--- src/rtl/serial_bit_source_if.sv ---
`default_nettype none
// ============================================================================
//  Module      : serial_bit_source_if
//  Description : Bundle for the serial_bit_source block. It carries the word
//                load handshake, the shift-enable stall input and the serial
//                stream outputs.
//                  master : drives load_valid, data_in and shift_en; observes
//                           load_ready, ser_out, ser_valid, done and bit_idx.
//                  slave  : the serializer side.
//  Revision    : 1.0 - initial release
// ============================================================================
interface serial_bit_source_if #(
    parameter int WIDTH = 8
) ();
    localparam int c_IDX_W = $clog2(WIDTH);

    logic                  load_valid;
    logic [WIDTH-1:0]      data_in;
    logic                  load_ready;
    logic                  shift_en;
    logic                  ser_out;
    logic                  ser_valid;
    logic                  done;
    logic [c_IDX_W-1:0]    bit_idx;

    modport master (
        output load_valid,
        output data_in,
        output shift_en,
        input  load_ready,
        input  ser_out,
        input  ser_valid,
        input  done,
        input  bit_idx
    );

    modport slave (
        input  load_valid,
        input  data_in,
        input  shift_en,
        output load_ready,
        output ser_out,
        output ser_valid,
        output done,
        output bit_idx
    );
endinterface
`default_nettype wire

--- src/rtl/serial_bit_source.sv ---
`default_nettype none
// ============================================================================
//  Module      : serial_bit_source
//  Description : Parallel-in / serial-out bit source. A WIDTH-bit word is
//                accepted over a valid/ready handshake and presented one bit
//                per clock on ser_out, qualified by ser_valid. Back-to-back
//                words stream with no gap; shift_en = 0 stalls the stream.
//  Ports       : clk    - rising-edge clock
//                rst_n  - asynchronous active-low reset
//                bus    - serial_bit_source_if.slave (load handshake,
//                         shift_en, ser_out/ser_valid/done/bit_idx)
//  Revision    : 1.0 - initial release
// ============================================================================
module serial_bit_source #(
    parameter int WIDTH     = 8,
    parameter bit MSB_FIRST = 1'b1
) (
    input  wire logic               clk,
    input  wire logic               rst_n,
    serial_bit_source_if.slave      bus
);

    localparam int c_IDX_W = $clog2(WIDTH);
    // bit_idx value that is about to become the last one; reaching it on a
    // shift means the new bit is the final bit of the word.
    localparam logic [c_IDX_W-1:0] c_PENULT_IDX = c_IDX_W'(WIDTH - 2);
    localparam logic [c_IDX_W-1:0] c_IDX_ONE    = c_IDX_W'(1);

    typedef enum logic [0:0] {
        IDLE  = 1'b0,
        SHIFT = 1'b1
    } state_t;

    // ------------------------------------------------------------------
    // Registered state
    // ------------------------------------------------------------------
    state_t               r_state;
    logic [WIDTH-1:0]     r_shreg;
    logic                 r_ser_out;
    logic                 r_ser_valid;
    logic                 r_done;
    logic [c_IDX_W-1:0]   r_bit_idx;

    // ------------------------------------------------------------------
    // Next-state values
    // ------------------------------------------------------------------
    state_t               w_state_nxt;
    logic [WIDTH-1:0]     w_shreg_nxt;
    logic                 w_ser_out_nxt;
    logic                 w_ser_valid_nxt;
    logic                 w_done_nxt;
    logic [c_IDX_W-1:0]   w_bit_idx_nxt;

    logic                 w_load_ready;
    logic                 w_accept;
    logic                 w_load_bit;    // first bit of the incoming word
    logic [WIDTH-1:0]     w_shifted;     // shift register after one advance
    logic                 w_next_bit;    // bit presented after one advance

    // Ready depends only on registered state and shift_en, never on
    // load_valid, so there is no combinational loop through the handshake.
    assign w_load_ready = (r_state == IDLE) ||
                          ((r_state == SHIFT) && r_done && bus.shift_en);
    assign w_accept     = bus.load_valid && w_load_ready;

    // ------------------------------------------------------------------
    // Bit-order selection. The shift register always holds the word with
    // the currently presented bit at the output end.
    // ------------------------------------------------------------------
    generate
        if (MSB_FIRST) begin : g_msb_first
            assign w_load_bit = bus.data_in[WIDTH-1];
            assign w_shifted  = {r_shreg[WIDTH-2:0], 1'b0};
            assign w_next_bit = r_shreg[WIDTH-2];
        end else begin : g_lsb_first
            assign w_load_bit = bus.data_in[0];
            assign w_shifted  = {1'b0, r_shreg[WIDTH-1:1]};
            assign w_next_bit = r_shreg[1];
        end
    endgenerate

    // ------------------------------------------------------------------
    // State / datapath register
    // ------------------------------------------------------------------
    always_ff @(posedge clk or negedge rst_n) begin
        if (!rst_n) begin
            r_state     <= IDLE;
            r_shreg     <= '0;
            r_ser_out   <= 1'b0;
            r_ser_valid <= 1'b0;
            r_done      <= 1'b0;
            r_bit_idx   <= '0;
        end else begin
            r_state     <= w_state_nxt;
            r_shreg     <= w_shreg_nxt;
            r_ser_out   <= w_ser_out_nxt;
            r_ser_valid <= w_ser_valid_nxt;
            r_done      <= w_done_nxt;
            r_bit_idx   <= w_bit_idx_nxt;
        end
    end

    // ------------------------------------------------------------------
    // Next-state and output logic
    // ------------------------------------------------------------------
    always_comb begin
        // Hold everything unless a branch below says otherwise; this is
        // exactly the stall behaviour in SHIFT with shift_en = 0.
        w_state_nxt     = r_state;
        w_shreg_nxt     = r_shreg;
        w_ser_out_nxt   = r_ser_out;
        w_ser_valid_nxt = r_ser_valid;
        w_done_nxt      = r_done;
        w_bit_idx_nxt   = r_bit_idx;

        case (r_state)
            IDLE: begin
                w_ser_out_nxt   = 1'b0;
                w_ser_valid_nxt = 1'b0;
                w_done_nxt      = 1'b0;
                w_bit_idx_nxt   = '0;
                if (w_accept) begin
                    w_shreg_nxt     = bus.data_in;
                    w_ser_out_nxt   = w_load_bit;
                    w_ser_valid_nxt = 1'b1;
                    w_state_nxt     = SHIFT;
                end
            end

            SHIFT: begin
                if (bus.shift_en) begin
                    if (r_done) begin
                        if (w_accept) begin
                            // Chain straight into the next word: no gap.
                            w_shreg_nxt     = bus.data_in;
                            w_ser_out_nxt   = w_load_bit;
                            w_ser_valid_nxt = 1'b1;
                            w_done_nxt      = 1'b0;
                            w_bit_idx_nxt   = '0;
                        end else begin
                            w_state_nxt     = IDLE;
                            w_shreg_nxt     = '0;
                            w_ser_out_nxt   = 1'b0;
                            w_ser_valid_nxt = 1'b0;
                            w_done_nxt      = 1'b0;
                            w_bit_idx_nxt   = '0;
                        end
                    end else begin
                        w_shreg_nxt   = w_shifted;
                        w_ser_out_nxt = w_next_bit;
                        w_bit_idx_nxt = r_bit_idx + c_IDX_ONE;
                        w_done_nxt    = (r_bit_idx == c_PENULT_IDX);
                    end
                end
            end

            default: begin
                w_state_nxt     = IDLE;
                w_shreg_nxt     = '0;
                w_ser_out_nxt   = 1'b0;
                w_ser_valid_nxt = 1'b0;
                w_done_nxt      = 1'b0;
                w_bit_idx_nxt   = '0;
            end
        endcase
    end

    // ------------------------------------------------------------------
    // Outputs
    // ------------------------------------------------------------------
    assign bus.load_ready = w_load_ready;
    assign bus.ser_out    = r_ser_out;
    assign bus.ser_valid  = r_ser_valid;
    assign bus.done       = r_done;
    assign bus.bit_idx    = r_bit_idx;

endmodule
`default_nettype wire

--- src/flat_wrapper.sv ---
// flat-port wrapper written by rule: the top's interface ports become plain ports
module serial_bit_source_flat 
#(
    parameter int WIDTH     = 8,
    parameter bit MSB_FIRST = 1'b1
)
  (clk, rst_n, bus_load_valid, bus_data_in, bus_shift_en, bus_load_ready, bus_ser_out, bus_ser_valid, bus_done, bus_bit_idx);
  serial_bit_source_if #(.WIDTH(WIDTH)) bus_i ();
  input  wire logic clk;
  input  wire logic rst_n;
  input wire logic [$bits(bus_i.load_valid)-1:0] bus_load_valid;
  input wire logic [$bits(bus_i.data_in)-1:0] bus_data_in;
  input wire logic [$bits(bus_i.shift_en)-1:0] bus_shift_en;
  output wire logic [$bits(bus_i.load_ready)-1:0] bus_load_ready;
  output wire logic [$bits(bus_i.ser_out)-1:0] bus_ser_out;
  output wire logic [$bits(bus_i.ser_valid)-1:0] bus_ser_valid;
  output wire logic [$bits(bus_i.done)-1:0] bus_done;
  output wire logic [$bits(bus_i.bit_idx)-1:0] bus_bit_idx;
  assign bus_i.load_valid = bus_load_valid;
  assign bus_i.data_in = bus_data_in;
  assign bus_i.shift_en = bus_shift_en;
  assign bus_load_ready = bus_i.load_ready;
  assign bus_ser_out = bus_i.ser_out;
  assign bus_ser_valid = bus_i.ser_valid;
  assign bus_done = bus_i.done;
  assign bus_bit_idx = bus_i.bit_idx;
  serial_bit_source #(.WIDTH(WIDTH), .MSB_FIRST(MSB_FIRST)) u_core (.clk(clk), .rst_n(rst_n), .bus(bus_i));
endmodule
--- config.mk ---
export PLATFORM = sky130hd
export DESIGN_NAME = serial_bit_source_flat
export DESIGN_NICKNAME = d
export VERILOG_FILES = /design/src/rtl/serial_bit_source_if.sv /design/src/rtl/serial_bit_source.sv /design/src/flat_wrapper.sv
export SDC_FILE = /design/constraint.sdc
export NUM_CORES = 1
export LEC_CHECK = 0
export CAP_MARGIN = 20
export CORE_MARGIN = 8
export CORE_UTILIZATION = 49
export CTS_CLUSTER_DIAMETER = 30
export CTS_CLUSTER_SIZE = 14
export DETAILED_ROUTE_END_ITERATION = 12
export PLACE_DENSITY = 0.88
export SLEW_MARGIN = 30
export SYNTH_ARGS = -nofsm -noshare
export SYNTH_HDL_FRONTEND = slang
export SYNTH_SLANG_ARGS = --single-unit
--- constraint.sdc ---
create_clock -name clk -period 3 [get_ports clk]
set_clock_uncertainty 0.1 [all_clocks]
set_input_delay 0.3 -clock clk [delete_from_list [all_inputs] [get_ports clk]]
set_output_delay 0.3 -clock clk [all_outputs]
set_load 0.01 [all_outputs]
==> metrics.md, run 1 <==
| Metric | Value |
|---|---|
| Max clock buf depth | 2 |
| Post-DRT Antenna Nets | 0 |
| Comb power frac | 0.435 |
| Avg WL per Cell | 15.24 µm |
| Commonest non-fill, non-tap cell in the layout | clkdlybuf4s50_1 |
| Via count | 520 |
| Final Hold Violating Endpoints | 0 |
| Most frequent cells in the layout | clkdlybuf4s50_1, dfrtp_1, and3_1 |
| Setup TNS | 0 ns |
| Sequential element share of the synthesized area | 0.4861 |
| Sink Count | 14 |
| Peak VDD IR | approximately 0.46 mV |
| Unrepaired setup endpoints after global routing | false |
| Crit Path Class | input port to output port |
| Initial antenna violation count | 0 |
| Dpl hpwl | ~1100 µm |
| Worst-margin pin slew | 0.5939 ns |
| GP Congestion | 0.7558 |
| CP required | 2.60 ns |
| CP max FO | 10 |
| Unique cell type count in the Yosys netlist | 24 |
| Vias/cell | about 5.5 |
| Gate Count Post-Synth | 61 |
| Die X | 54.35 µm |
| FILL cells | roughly 120 |
| Vias in the first global route | 529 |
| Status | finished clean |
| Maxcap violations | 0 |
| Internal reg-to-reg setup slack | 1.47 ns |
| Initial drt markers | 4 |
| Core area | between 1000 and 1500 µm² |
| Switching part of the total power | 0.3347 |
| Starting Density | 0.5017 |
| Largest net degree at the start of global routing | 15 |
| Internal power | a little over 500 µW |
| First-pass DRT Iterations | 4 |
| Synth Warn # | 0 |
| Minimum clock period | 2.177 ns |
| Avg Inst Size Synth | between 10 and 15 µm² |
| First-pass GRT wire length | between 2000 and 2500 µm |
| Layout area overhead | 26.74% |
| Final setup fails | 0 |
| DRC viols | 0 |
| Ports | 19 |
| Reg power frac | 0.437 |
| Pwr Total | approximately 780 µW |
| Worst skew pair latency | between 0.2 and 0.3 ns |
| Global-route usage over all layers | 0.1045 |
| Clock power frac | 0.128 |
| Power density over cell area | 849.7 nW/µm² |
| IO Port Bufs | 18 |
| Share of layout cells above drive strength 1 | 0.08861 |
| Final wirelength | between 1000 and 1500 µm |
| Fin crit share | 0.7256 |
| Max_slew headroom | 0.5928 |
| Leak | roughly 0.00045 µW |
| CTS resizes | 0 |
| HP Class | input port to asynchronous set/reset pin |
| Antenna cell count | 0 |
| Peak Freq | 459.4 MHz |
| Post-CTS setup buffer count | 0 |
| Net Count, Synth | between 70 and 80 |
| TritonCTS clock tree | built |
| Die area | 2954 µm² |
| Slew Limit Fails | 0 |
| CP arrival | around 1.8 ns |
| Chip height | 54.35 µm |
| H-Tree Depth | 1 |
| Synthesized area | between 700 and 800 µm² |
| CP Capture Type | output port |
| Grt ovf | 0 |
| Root buffer cell | clkbuf_4 |
| Row cnt | 14 |
| CTS buffer count | 3 |
| Final nets | 95 |
| Hold buffer count at cts | 0 |
| Flip-flop and latch count after synthesis | 14 |
| Crit start category | input port |
| Switching power total | 259.8 µW |
| Worst-path clk slew | 0.08 ns |
stage by stage:
step                      area (µm²)  setup WS, ns  instances  utilization  hold slack, ns
after global placement         890.9        0.8778         92       0.6202          0.3656
after global routing           913.4        0.7651         95       0.6359          0.3792
final                          913.4        0.8232         95       0.6359          0.3154
after floorplan                720.7         1.591         61            -        -0.09559
after CTS                      913.4        0.8252         95       0.6359          0.3383
after detailed placement       890.9        0.8255         92       0.6202          0.3875
cell type report:
class,count,area [µm²],area share
well taps,16,20.02,0.02192
repair buffers,18,180.2,0.1973
clock buffers,3,22.52,0.02466
multi-input cells,41,329.1,0.3603
flip-flops and latches,14,350.3,0.3836
inverters,3,11.26,0.01233
cells in the mapped netlist:
master,instances,area [µm²]
and3_1,7,43.79
nor2_1,2,7.510
nand4b_1,1,8.760
buf_6,2,22.52
o211ai_1,1,7.510
inv_1,3,11.26
nand2_1,2,7.510
and3b_1,1,8.760
a21boi_4,1,18.77
a221o_1,6,60.06
buf_4,1,7.510
nor2b_1,4,25.02
or2_2,1,6.260
a21o_1,1,7.510
dfrtp_1,14,350.3
nand3b_1,1,7.510
a22o_1,2,17.52
a21boi_0,1,7.510
ha_1,2,25.02
o21ai_0,2,10.01
nor2b_2,1,8.760
mux2i_1,3,30.03
nand2b_1,1,6.260
mux2_4,1,15.01
final timing paths:
kind                                            from              endpoint  cells past startpoint
worst max-delay path                    bus_shift_en        bus_load_ready                      4
worst min-delay path                           rst_n       u_core.bus.done                      1
worst max register to register        u_core.r_state     u_core.r_shreg[3]                      3
worst min register to register  u_core.bus.ser_valid  u_core.bus.ser_valid                      1
max in group asynchronous                      rst_n     u_core.r_shreg[6]                      1
min in group clk                u_core.bus.ser_valid  u_core.bus.ser_valid                      1
layer usage:
layer | share of wire | vias up | track usage
met3 | 0.075 | 0 | 0.03261
met5 | 0 | - | 0
met1 | 0.44 | 245 | 0.1260
li1 | - | 260 | -
met2 | 0.49 | 15 | 0.1775
met4 | 0 | 0 | 0.02459
cells by family (layout without fill, tap and decap cells):
group	Yosys count	in the layout	synth area share
compound gates	14	14	0.1788
fa+ha+maj	2	2	0.03472
buf+inv	6	24	0.05729
flops	14	14	0.4861
mux	4	4	0.06250
simple gates	21	21	0.1806
power groups by stage:
| stage | Sequential (µW) | Combinational [µW] | Clock [µW] |
|---|---|---|---|
| 2_1_floorplan | 341 | 197 | 0 |
| 3_3_place_gp | 337 | 332 | 0 |
| 3_5_place_dp | 341 | 344 | 0 |
| 4_1_cts | 339 | 344 | 106 |
| 5_1_grt | 350 | 370 | 112 |
| 6_report | 339 | 337 | 99.3 |
state kept, by name, indices dropped and copies added, names as in the netlist:
signal and count:
u_core.r_shreg 7, u_core.bus.bit_idx 3, u_core.bus.done 1, u_core.bus.ser_out 1, u_core.bus.ser_valid 1, u_core.r_state 1
worst max-delay path, cell delays in order:
cell             delay [ns]
clkdlybuf4s50_1        0.72
a21boi_4               0.11
inv_1                  0.09
clkdlybuf4s50_1        0.55
(Power assumes the default switching activity.)
==> run 2: changes to the inputs <==
CORE_UTILIZATION = 41   (was 49)
PLACE_DENSITY = 0.79   (was 0.88)
clock period = 1.8 ns   (was 3 ns; I/O delays follow)
==> metrics.md, run 2 (same netlist as run 1, synthesis figures left out) <==
| Metric | Value |
|---|---|
| Status | finished clean (unchanged) |
| Chip height | 57.93 µm (was 54.35 µm) |
| GP Congestion | 0.7530 (was 0.7558) |
| Post-DRT Antenna Nets | 0 (unchanged) |
| Minimum clock period | around 1.7 ns |
| Largest net degree at the start of global routing | 15 (unchanged) |
| FILL cells | 150 (was 122) |
| Hold buffer count at cts | 0 (unchanged) |
| Layout area overhead | 37.50% (was 26.74%) |
| Row cnt | 15 (was 14) |
| Peak Freq | 588.1 MHz |
| Antenna cell count | 0 (unchanged) |
| Critical path endpoint | bus_load_ready (unchanged) |
| Critical Path Stages | 3 (was 4) |
| Critical path cell sequence | a21boi_4, inv_1, clkdlybuf4s50_1 (was clkdlybuf4s50_1, a21boi_4, inv_1, clkdlybuf4s50_1) |
| Power density over cell area | 1447 nW/µm² (was 849.7 nW/µm²) |
| Initial drt markers | 5 (was 4) |
| Setup TNS | 0 ns (unchanged) |
| Worst-margin pin slew | 0.6459 ns (was 0.5939 ns) |
| Die area | 3355 µm² (was 2954 µm²) |
| Worst-path clk slew | 0.09 ns (was 0.08 ns) |
| Avg WL per Cell | 15.30 µm (was 15.24 µm) |
| Hold WS | 0.1927 ns (was 0.3154 ns) |
| Die X | 57.93 µm (was 54.35 µm) |
| Switching power total | 466.4 µW (was 259.8 µW) |
| Internal power | 967.1 µW (was 516.3 µW) |
| Root buffer cell | clkbuf_4 (unchanged) |
| HP Class | input port to asynchronous set/reset pin (unchanged) |
| Crit start category | register (was input port) |
| Comb power frac | 0.450 (was 0.435) |
| Ports | 19 (unchanged) |
| Switching part of the total power | 0.3253 (was 0.3347) |
| CP top delay family | buffers and inverters (unchanged) |
| CP arrival | 1.42 ns (was 1.78 ns) |
| TritonCTS clock tree | built (unchanged) |
| Clock power frac | 0.158 (was 0.128) |
| Max_slew headroom | 0.5680 (was 0.5928) |
| Share of layout cells above drive strength 1 | 0.2045 (was 0.08861) |
| First-pass DRT Iterations | 4 (unchanged) |
| Via count | 568 (was 520) |
| CTS buffer count | 3 (unchanged) |
| Commonest non-fill, non-tap cell in the layout | clkdlybuf4s50_1 (unchanged) |
| Final wirelength | 1606 µm (was 1448 µm) |
| Max reg flops | 7 (unchanged) |
| Max clock buf depth | 2 (unchanged) |
| Maxcap violations | 0 (unchanged) |
| Global-route usage over all layers | 0.1068 (was 0.1045) |
| Initial antenna violation count | 0 (unchanged) |
| IO Port Bufs | 18 (unchanged) |
| Area after DPL | 907.1 µm² (was 890.9 µm²) |
| Leak | 0.0004995 µW (was 0.0004545 µW) |
| Fin area | 991.0 µm² (was 913.4 µm²) |
| Core area | 1689 µm² (was 1436 µm²) |
| CP Capture Type | output port (unchanged) |
| Reg2reg path depth | 4 (was 3) |
| Final Hold Violating Endpoints | 0 (unchanged) |
| Worst skew pair latency | 0.28 ns (was 0.27 ns) |
| Reg power frac | 0.392 (was 0.437) |
| CP max FO | 8 (was 10) |
| Starting Density | 0.4267 (was 0.5017) |
| Met3 usage | 0.03532 (was 0.03261) |
| Top reg by flops | u_core.r_shreg (unchanged) |
| Peak VDD IR | 0.7331 mV (was 0.4612 mV) |
| Final nets | 103 (was 95) |
| Met1 Usage GRT | 0.1328 (was 0.1260) |
| Cells after DPL | 95 (was 92) |
| CP bufs+invs | 2 (was 3) |
| Internal reg-to-reg setup slack | 0.24 ns (was 1.47 ns) |
| Reg-to-reg endpoint | u_core.r_shreg[2] (was u_core.r_shreg[3]) |
| CP Launch Point | u_core.bus.done (was bus_shift_en) |
| Vias/cell | 5.410 (was 5.474) |
| Critical-path top delay cell | dfrtp_2 (was clkdlybuf4s50_1) |
| CP required | 1.52 ns (was 2.60 ns) |
| Final setup fails | 0 (unchanged) |
| DRC viols | 0 (unchanged) |
| Grt ovf | 0 (unchanged) |
| Crit path largest cell delay | 0.48 ns (was 0.72 ns) |
| Sink Count | 14 (unchanged) |
| Grt peak-use layer | met2 (unchanged) |
| Vias in the first global route | 610 (was 529) |
| H-Tree Depth | 1 (unchanged) |
| Layout Cells excl Fill | 105 (was 95) |
| Reg-to-reg startpoint | u_core.r_state (unchanged) |
| Slew Limit Fails | 0 (unchanged) |
| Most frequent cells in the layout | clkdlybuf4s50_1, dfrtp_1, buf_4 (was clkdlybuf4s50_1, dfrtp_1, and3_1) |
| Dpl hpwl | 1138 µm (was 1098 µm) |
| Crit Path Class | register to output port (was input port to output port) |
| Unrepaired setup endpoints after global routing | false (unchanged) |
| Met2 Usage GRT | 0.1608 (was 0.1775) |
| Post-place setup slack | 0.07909 ns (was 0.8255 ns) |
| Fin crit share | 0.9447 |
| Final worst slack | 0.09957 ns (was 0.8232 ns) |
| First-pass GRT wire length | 2808 µm (was 2332 µm) |
==> run 2: final cells by class <==
class / count / area, µm² / area share
timing repair buffer: 26 / 240.2 / 0.2424
inverter: 3 / 11.26 / 0.01136
multi-input combinational: 41 / 329.1 / 0.3321
tap: 17 / 21.27 / 0.02146
sequential: 14 / 352.8 / 0.3561
clock buffer: 4 / 36.28 / 0.03662
==> run 2: per-stage QoR <==
| stage | power (µW) | utilization |
|---|---|---|
| after floorplan | 896.3 | - |
| after global placement | 1123 | 0.5370 |
| after detailed placement | 1152 | 0.5370 |
| after CTS | 1394 | 0.5644 |
| after global routing | 1560 | 0.5867 |
| final | 1433 | 0.5867 |
==> run 2: worst min-delay path by stage <==
stage                                 end  depth (start not counted)
floorplan           u_core.bus.bit_idx[0]                          0
global placement     u_core.bus.ser_valid                          1
detailed placement   u_core.bus.ser_valid                          1
CTS                 u_core.bus.bit_idx[2]                          1
global route        u_core.bus.bit_idx[2]                          1
finish              u_core.bus.bit_idx[0]                          1
==> run 2: repair_timing <==
item / 4_1_cts / 5_1_grt
pin swaps: 0 / 1
endpoints found under the setup margin: 1 / 1
resized for setup: 2 / 0
buffers inserted: 1 / 5
==> run 2: power groups by stage <==
stage	combinational (µW)	sequential [µW]	clock [µW]
floorplan	328	568	0
global placement	556	567	0
detailed placement	579	573	0
CTS	593	565	236
global route	721	589	250
finish	645	562	226
==> run 2: per-layer routing <==
metal  wire, µm  share of wire
met2        782           0.49
met3         90          0.056
met5          0              0
met1        734           0.46
met4          0              0
